## src/rtl/instr_fetch.sv

```systemverilog
// Instruction fetch stage: owns the PC, issues one imem request at a time and presents the
// registered word to decode. Optional macro MISALIGN_TRAP_EN traps misaligned redirects.
module instr_fetch #(
    parameter int unsigned         ADDR_W   = 32,
    parameter logic [ADDR_W-1:0]   RESET_PC = '0
) (
    input  logic              i_clk,
    input  logic              i_rst_n,
    output logic [ADDR_W-1:0] o_imem_addr,
    output logic              o_imem_req,
    input  logic              i_imem_rvalid,
    input  logic [31:0]       i_imem_rdata,
    output logic [31:0]       o_instr,
    output logic [ADDR_W-1:0] o_pc,
    output logic [ADDR_W-1:0] o_pc_four,
    output logic              o_instr_vld,
    input  logic              i_instr_rdy,
    input  logic              i_pc_sel,
    input  logic [ADDR_W-1:0] i_alu_data,
    output logic              o_misalign
);

    localparam logic [31:0]       Nop    = 32'h0000_0013;
    localparam logic [ADDR_W-1:0] PcStep = ADDR_W'(4);

    typedef enum logic [2:0] {StIdle, StReq, StWait, StHold, StErr} state_e;

    state_e            state_q, state_d;
    logic [ADDR_W-1:0] pc_q, pc_d;
    logic [31:0]       instr_q, instr_d;
    logic              vld_q, vld_d;

`ifdef MISALIGN_TRAP_EN
    logic misalign_q, misalign_d;
`else
    // Target low bits are discarded when the trap is compiled out.
    logic unused_alu_lsb;
    assign unused_alu_lsb = ^i_alu_data[1:0];
`endif

    always_ff @(posedge i_clk or negedge i_rst_n) begin
        if (!i_rst_n) begin
            state_q <= StIdle;
            pc_q    <= RESET_PC;
            instr_q <= Nop;
            vld_q   <= 1'b0;
        end else begin
            state_q <= state_d;
            pc_q    <= pc_d;
            instr_q <= instr_d;
            vld_q   <= vld_d;
        end
    end

`ifdef MISALIGN_TRAP_EN
    always_ff @(posedge i_clk or negedge i_rst_n) begin
        if (!i_rst_n) begin
            misalign_q <= 1'b0;
        end else begin
            misalign_q <= misalign_d;
        end
    end
`endif

    always_comb begin
        state_d = state_q;
        pc_d    = pc_q;
        instr_d = instr_q;
        vld_d   = vld_q;
`ifdef MISALIGN_TRAP_EN
        misalign_d = misalign_q;
`endif
        unique case (state_q)
            StIdle: state_d = StReq;
            StReq:  state_d = StWait;
            StWait: begin
                if (i_imem_rvalid) begin
                    instr_d = i_imem_rdata;
                    vld_d   = 1'b1;
                    state_d = StHold;
                end
            end
            StHold: begin
                if (i_instr_rdy) begin
                    vld_d   = 1'b0;
                    state_d = StReq;
                    if (i_pc_sel) begin
`ifdef MISALIGN_TRAP_EN
                        pc_d = i_alu_data;
                        if (i_alu_data[1:0] != 2'b00) begin
                            misalign_d = 1'b1;
                            state_d    = StErr;
                        end
`else
                        pc_d = {i_alu_data[ADDR_W-1:2], 2'b00};
`endif
                    end else begin
                        pc_d = pc_q + PcStep;
                    end
                end
            end
`ifdef MISALIGN_TRAP_EN
            // Sticky until reset: no requests, nothing valid.
            StErr:   state_d = StErr;
`endif
            default: state_d = StIdle;
        endcase
    end

    assign o_imem_req  = (state_q == StReq);
    assign o_imem_addr = pc_q;
    assign o_pc        = pc_q;
    assign o_pc_four   = pc_q + PcStep;
    assign o_instr     = instr_q;
    assign o_instr_vld = vld_q;
`ifdef MISALIGN_TRAP_EN
    assign o_misalign  = misalign_q;
`else
    assign o_misalign  = 1'b0;
`endif

endmodule
```

## config.mk

```make
export PLATFORM = sky130hd
export DESIGN_NAME = instr_fetch
export DESIGN_NICKNAME = d
export VERILOG_FILES = /design/src/rtl/instr_fetch.sv
export SDC_FILE = /design/constraint.sdc
export NUM_CORES = 1
export LEC_CHECK = 0
export CORE_UTILIZATION = 45
export CTS_BUF_LIST = sky130_fd_sc_hd__clkbuf_16
export DETAILED_ROUTE_END_ITERATION = 6
export GPL_TIMING_DRIVEN = 0
export PLACE_DENSITY_LB_ADDON = 0.2
export SLEW_MARGIN = 10
export SYNTH_ARGS = -nofsm -noshare
export SYNTH_HDL_FRONTEND = slang
export SYNTH_SLANG_ARGS = --single-unit
```

## constraint.sdc

```tcl
create_clock -name i_clk -period 3 [get_ports i_clk]
set_input_delay 0.6 -clock i_clk [delete_from_list [all_inputs] [get_ports i_clk]]
set_output_delay 0.6 -clock i_clk [all_outputs]
set_load 0.02 [all_outputs]
```

==> results.json, run 1 <==
{
  "outcome": "complete, but fails checks",
  "violations": "design-rule violations",
  "power_frac_seq": 0.247,
  "syn_area_per_cell_um2": 9.46,
  "die-area_mm2": 0.00956,
  "layout-drive-gt1-share": 0.200,
  "syn_to_final_growth_pct": 59.7,
  "overflow": 0,
  "p_int_uw": 4210,
  "root_buffer": "clkbuf_16",
  "dr.first_iter.drc_count": 283,
  "rr_startpoint": "state_q[0]$_DFFE_PN0P_",
  "drtAntennaViolNets": 0,
  "fp.dieW_um": 97.8,
  "fp-row-count": 34,
  "ys_ff_latch": 65,
  "swShare": 0.423,
  "num_antenna_cells": 0,
  "die_h_um": 97.8,
  "yosys.cell_types.count": 51,
  "yosysWarnings": 0,
  "hold_class": "primary input to asynchronous set/reset pin",
  "register_area_mm2": 0.00164,
  "power_density_mw_per_mm2": 1110,
  "crit_path_max_fanout": 10,
  "synth_top_family_by_area": "simple AND/OR/NAND/NOR gates",
  "crit_family": "simple AND/OR/NAND/NOR gates",
  "hold_violations": 0,
  "placed_area_mm2": 0.00620,
  "mostFrequentLayoutCells": "clkdlybuf4s50_1 (166), dfrtp_1 (57), buf_4 (43), mux2_2 (32), nand2_1 (30)",
  "final_common_cell": "clkdlybuf4s50_1",
  "p_leak_uw": 0.00280,
  "hold_buffers": 0,
  "cp_data_arrival_time_ns": 2.29,
  "crit_end": "o_pc_four[26]",
  "p_switching_uw": 3080,
  "setup_tns_ns": 0,
  "cp_data_required_time_ns": 2.40,
  "io_pins": 200,
  "clk_pin_slew_ns": 0.06,
  "synth_fa_ha_area_frac": 0.0152,
  "worstSetupPathType": "register to output pin",
  "ir_drop_uv": 624,
  "period_minus_slack_ns": 2.89,
  "grt_pass1_wl_um": 20600,
  "coreArea_mm2": 0.00881,
  "via_count": 4247,
  "seq_area_frac_synth": 0.395,
  "n_fill_cell": 672,
  "crit_top_cell": "and4_1",
  "fin_crit_sh": 0.964,
  "critPathCaptureType": "output pin",
  "htreeDepth": 3,
  "setup_violations": 0,
  "async_reset_ff_frac": 1.00,
  "cts_tree": "done",
  "grtUsageTotal": 0.273,
  "clock-sinks": 65,
  "reg2reg_depth": 6,
  "crit_buf_inv": 3,
  "cts_buffers": 9,
  "vias_per_cell": 5.60,
  "clk_latency_ns": 0.32,
  "clock_power_share": 0.154,
  "worst_pin_slew_ns": 0.675,
  "clock_path_buffers": 2,
  "synth_simple_gate_area_frac": 0.199,
  "grt_max_degree": 64,
  "multiInputGateArea_mm2": 0.00213,
  "reg2reg_to": "o_imem_addr[21]$_DFFE_PN0P_",
  "synth_cells": 436,
  "finalWirelength_um": 13100,
  "worstSetupPathDepth": 7,
  "dp_hpwl_um": 9480,
  "ys_top_cells_by_area": "dfrtp_1 (38%), mux2_2 (8.7%), buf_4 (7.1%), xnor2_1 (4.9%), and3_1 (3.8%)",
  "fin_skew_ns": 0.00808,
  "wire_per_inst_um": 17.3,
  "drv_slew": 0,
  "slowest_delay_ns": 0.51,
  "slew_headroom": 0.550,
  "startpoint_type": "register",
  "gp_congestion": 0.864,
  "first_pass_iters": 7,
  "antenna_found_initial": 0,
  "synth_top_cell_area_share": 0.376,
  "grt_pass1_vias": 4102,
  "synthMuxAreaShare": 0.0970,
  "synth_edf_count": 0,
  "synthXorXnorAreaFrac": 0.0594,
  "fin_area_mm2": 0.00659,
  "max_freq_mhz": 346,
  "grt_setup_unrepaired": "no",
  "drv_cap": 0,
  "comb_power_share": 0.598,
  "final_nets": 719,
  "start_util": 0.469,
  "syn-cell-area_mm2": 0.00413,
  "cpMaxStageDelayCell": "dfrtp_1",
  "io_buffers": 189,
  "crit_chain": "and4_1 > and4_1 > buf_2 > buf_6 > nand4_1 > xnor2_1 > clkdlybuf4s15_2",
  "synth_top_cell_by_area": "dfrtp_1",
  "drc_errors": 37,
  "ff2ff_setup_slack_ns": 0.61,
  "synth_top_flop_cell": "dfrtp_1",
  "synth_compound_area_frac": 0.120,
  "crit_start": "o_imem_addr[13]$_DFFE_PN0P_"
}
[timing repair]
| action | CTS | global route |
|---|---|---|
| setup buffers | 1 | 1 |
| resized for setup | 36 | 22 |
| setup endpoints to repair | 23 | 15 |
| pin swaps | 1 | 3 |
[metrics by stage]
step / power, uW / hold WS, ns / cells / utilization / worst slack, ns
detailed placement: 6180 / 0.406 / 740 / 0.704 / 0.00917
global route: 7660 / 0.0546 / 758 / 0.748 / 0.00617
floorplan: 4170 / 0.304 / 442 / - / 0.537
finish: 7290 / 0.0707 / 758 / 0.748 / 0.108
CTS: 7310 / 0.0638 / 757 / 0.747 / -0.0113
global placement: 6080 / 0.485 / 739 / 0.701 / -0.883
[logic make-up (layout without fill, tap and decap cells)]
group,Yosys count,after routing
other,1,7
adder cells (fa/ha/maj),5,5
buffers and inverters,80,288
AND/OR/NAND/NOR,149,149
flip-flops,65,65
multiplexers,36,36
AO/OA/AOI/OAI,72,72
XOR/XNOR,28,28
[worst min-delay path by stage]
stage,from,endpoint,depth (start not counted)
2_1_floorplan,i_rst_n,o_imem_addr[10]$_DFFE_PN0P_,0
3_3_place_gp,o_instr[29]$_DFFE_PN0P_,o_instr[29]$_DFFE_PN0P_,1
3_5_place_dp,i_rst_n,o_instr[12]$_DFFE_PN0P_,1
4_1_cts,i_rst_n,o_instr[12]$_DFFE_PN0P_,1
5_1_grt,i_rst_n,o_instr[10]$_DFFE_PN0P_,1
6_report,i_rst_n,o_instr[10]$_DFFE_PN0P_,1
[flip-flops by register name, summed over array words and instances, names as in the netlist]
name         count
o_instr_vld      1
o_instr         32
o_imem_addr     30
state_q          2
[final cells by class]
class / instances / share of cell area
Multi-Input combinational cell: 297 / 0.323
Timing Repair Buffer: 192 / 0.288
Sequential cell: 65 / 0.248
Buffer: 67 / 0.0640
Clock buffer: 9 / 0.0342
Tap cell: 108 / 0.0205
Clock inverter: 7 / 0.0142
Inverter: 13 / 0.00740
[worst reg2reg max path, stage by stage (launching register included)]
cell and delay (ns):
dfrtp_1 0.42, ha_1 0.25, nand2_1 0.32, clkbuf_1 0.50, clkbuf_1 0.53, a21oi_1 0.16
o311ai_1 0.11
[cells in the mapped netlist (3+ instances only)]
| library cell | instances |
|---|---|
| dfrtp_1 | 62 |
| buf_4 | 39 |
| mux2_2 | 32 |
| nand2_1 | 32 |
| nand3_1 | 27 |
| and3_1 | 25 |
| xnor2_1 | 23 |
| nor3_1 | 19 |
| a21oi_1 | 18 |
| clkbuf_1 | 14 |
| inv_1 | 13 |
| o21ai_0 | 11 |
| nor2_1 | 10 |
| buf_2 | 9 |
| nand4_1 | 8 |
| a311o_1 | 6 |
| and2_1 | 6 |
| o311ai_1 | 6 |
| and4_1 | 5 |
| ha_1 | 5 |
| o211ai_1 | 5 |
| or3_1 | 5 |
| xor2_1 | 5 |
| buf_1 | 4 |
| mux2i_1 | 4 |
| nor4_1 | 4 |
| a31oi_1 | 3 |
| dfstp_2 | 3 |
[metal layers]
metal  global-route usage  wire length [um]
met5                    0                 0
met4                0.117               476
met3               0.0630              1280
met2                0.460              6290
met1                0.337              5040
[power groups by stage]
stage                     logic (uW)  clock network (uW)  registers (uW)
after detailed placement        4380                   0            1800
after global routing            4610                1180            1880
after CTS                       4380                1140            1800
final                           4360                1120            1800
after global placement          4320                   0            1760
after floorplan                 1970                   0            2200
Note: power is estimated with default switching activity, not from simulation.
==> run 2: changes to the inputs <==
CORE_UTILIZATION = 41   (was 45)
clock period = 2.9 ns   (was 3 ns; I/O delays follow)
==> results.json, run 2 (synthesized netlist as in run 1, its figures left out) <==
{
  "clock_path_buffers": 2,
  "drc_errors": 0,
  "overflow": 0,
  "mostFrequentLayoutCells": "clkdlybuf4s50_1 (165), dfrtp_1 (52), buf_4 (46), mux2_2 (32), nand2_1 (29)",
  "n_fill_cell": 792,
  "grt_pass1_wl_um": 20300,
  "outcome": "finished, final reports clean",
  "rr_startpoint": "state_q[0]$_DFFE_PN0P_",
  "fp-row-count": 36,
  "setup_violations": 0,
  "fin_crit_sh": 0.973,
  "vias_per_cell": 5.45,
  "final_common_cell": "clkdlybuf4s50_1",
  "die_h_um": 102,
  "htreeDepth": 3,
  "power_density_mw_per_mm2": 1130,
  "drv_slew": 0,
  "slew_headroom": 0.509,
  "die-area_mm2": 0.0105,
  "max_freq_mhz": 355,
  "power_frac_seq": 0.251,
  "power.total_uw": 7490,
  "final_nets": 719,
  "period_minus_slack_ns": 2.82,
  "layout-drive-gt1-share": 0.220,
  "worstSetupPathType": "register to output pin",
  "swShare": 0.429,
  "wire_per_inst_um": 17.5,
  "p_switching_uw": 3220,
  "coreArea_mm2": 0.00977,
  "gp_congestion": 0.877,
  "io_pins": 200,
  "register_area_mm2": 0.00164,
  "multiInputGateArea_mm2": 0.00215,
  "via_count": 4270,
  "stdcell_count": 783,
  "crit_start": "o_imem_addr[2]$_DFFE_PN0P_",
  "fp.dieW_um": 102,
  "grtUsageTotal": 0.256,
  "clk_latency_ns": 0.33,
  "root_buffer": "clkbuf_16",
  "dp_hpwl_um": 9980,
  "syn_to_final_growth_pct": 60.0,
  "start_util": 0.422,
  "post-place-cells": 765,
  "p_leak_uw": 0.00279,
  "worst_pin_slew_ns": 0.737,
  "grt_max_degree": 34,
  "crit_end": "o_pc_four[20]",
  "ir_drop_uv": 560,
  "crit_path_max_fanout": 10,
  "clock-sinks": 65,
  "io_buffers": 189,
  "antenna_found_initial": 0,
  "ff2ff_setup_slack_ns": 0.41,
  "clock_power_share": 0.141,
  "cts_tree": "done",
  "critPathCaptureType": "output pin",
  "cts_buffers": 9,
  "fin_skew_ns": 0.00621,
  "clk_pin_slew_ns": 0.06,
  "p_int_uw": 4270,
  "first_pass_iters": 5,
  "hold_class": "primary input to asynchronous set/reset pin",
  "num_antenna_cells": 0,
  "finalWirelength_um": 13700,
  "grt_pass1_vias": 4124,
  "largest_reg_flops": 32,
  "cp_data_required_time_ns": 2.32,
  "hold_violations": 0,
  "drv_cap": 0,
  "reg2reg_to": "o_imem_addr[26]$_DFFE_PN0P_",
  "comb_power_share": 0.608,
  "hold_buffers": 0,
  "dr.first_iter.drc_count": 247,
  "cp_data_arrival_time_ns": 2.24,
  "startpoint_type": "register",
  "grt_setup_unrepaired": "no",
  "reg2reg_depth": 6,
  "drtAntennaViolNets": 0
}
## run 2: per-stage QoR
stage | utilization | setup WS (ns) | instance area (um2) | TNS, ns | hold slack (ns)
floorplan | - | 0.457 | 4150 | 0 | 0.284
global placement | 0.635 | -0.987 | 6210 | -61.71 | 0.484
detailed placement | 0.637 | -0.0443 | 6220 | -0.0642 | 0.493
CTS | 0.676 | -0.0105 | 6610 | -0.0105 | 0.198
global route | 0.676 | 0.00731 | 6600 | 0 | 0.221
finish | 0.676 | 0.0795 | 6600 | 0 | 0.181
## run 2: timing repair
item,in CTS,in global routing
setup endpoints to repair,23,13
gates resized for setup,55,32
pin swaps,1,2
setup buffers,2,0
hold endpoints to repair,0,0
## run 2: area by class of cell
type | instances | area share
multi-input combinational | 297 | 0.326
timing repair buffer | 192 | 0.284
sequential | 65 | 0.249
buffer | 67 | 0.0646
clock buffer | 9 | 0.0341
tap | 133 | 0.0252
clock inverter | 7 | 0.00947
inverter | 13 | 0.00739
## run 2: how the worst min path moves through the flow
stage	cells after the start	slack, ns	start	endpoint
floorplan	0	0.28	i_rst_n	o_imem_addr[10]$_DFFE_PN0P_
global placement	2	0.48	o_instr_vld$_DFFE_PN0P_	o_instr_vld$_DFFE_PN0P_
detailed placement	1	0.49	o_instr[7]$_DFFE_PN0P_	o_instr[7]$_DFFE_PN0P_
CTS	1	0.20	i_rst_n	o_instr[11]$_DFFE_PN0P_
global route	1	0.22	i_rst_n	o_instr[11]$_DFFE_PN0P_
finish	1	0.18	i_rst_n	o_instr[11]$_DFFE_PN0P_
## run 2: power groups by stage
stage	registers (uW)	logic, uW	clock network [uW]
after detailed placement	1860	4560	0
after global routing	1950	4840	1110
final	1880	4560	1050
after global placement	1820	4490	0
after floorplan	2280	2040	0
after CTS	1860	4560	1060
## run 2: routing by layer
metal	track usage	vias up	wire length [um]
li1	-	1945	-
met1	0.298	2008	5240
met2	0.439	272	6580
met3	0.0650	45	1410
met4	0.126	0	430
met5	0	-	0
## run 2: worst max-delay path, cell delays in order (launching register included)
cell and delay (ns):
dfrtp_2 0.43, ha_2 0.25, nand3_4 0.16, nor3_4 0.23
buf_4 0.23, nand3_1 0.11, xnor2_1 0.13, dlygate4sd2_1 0.36
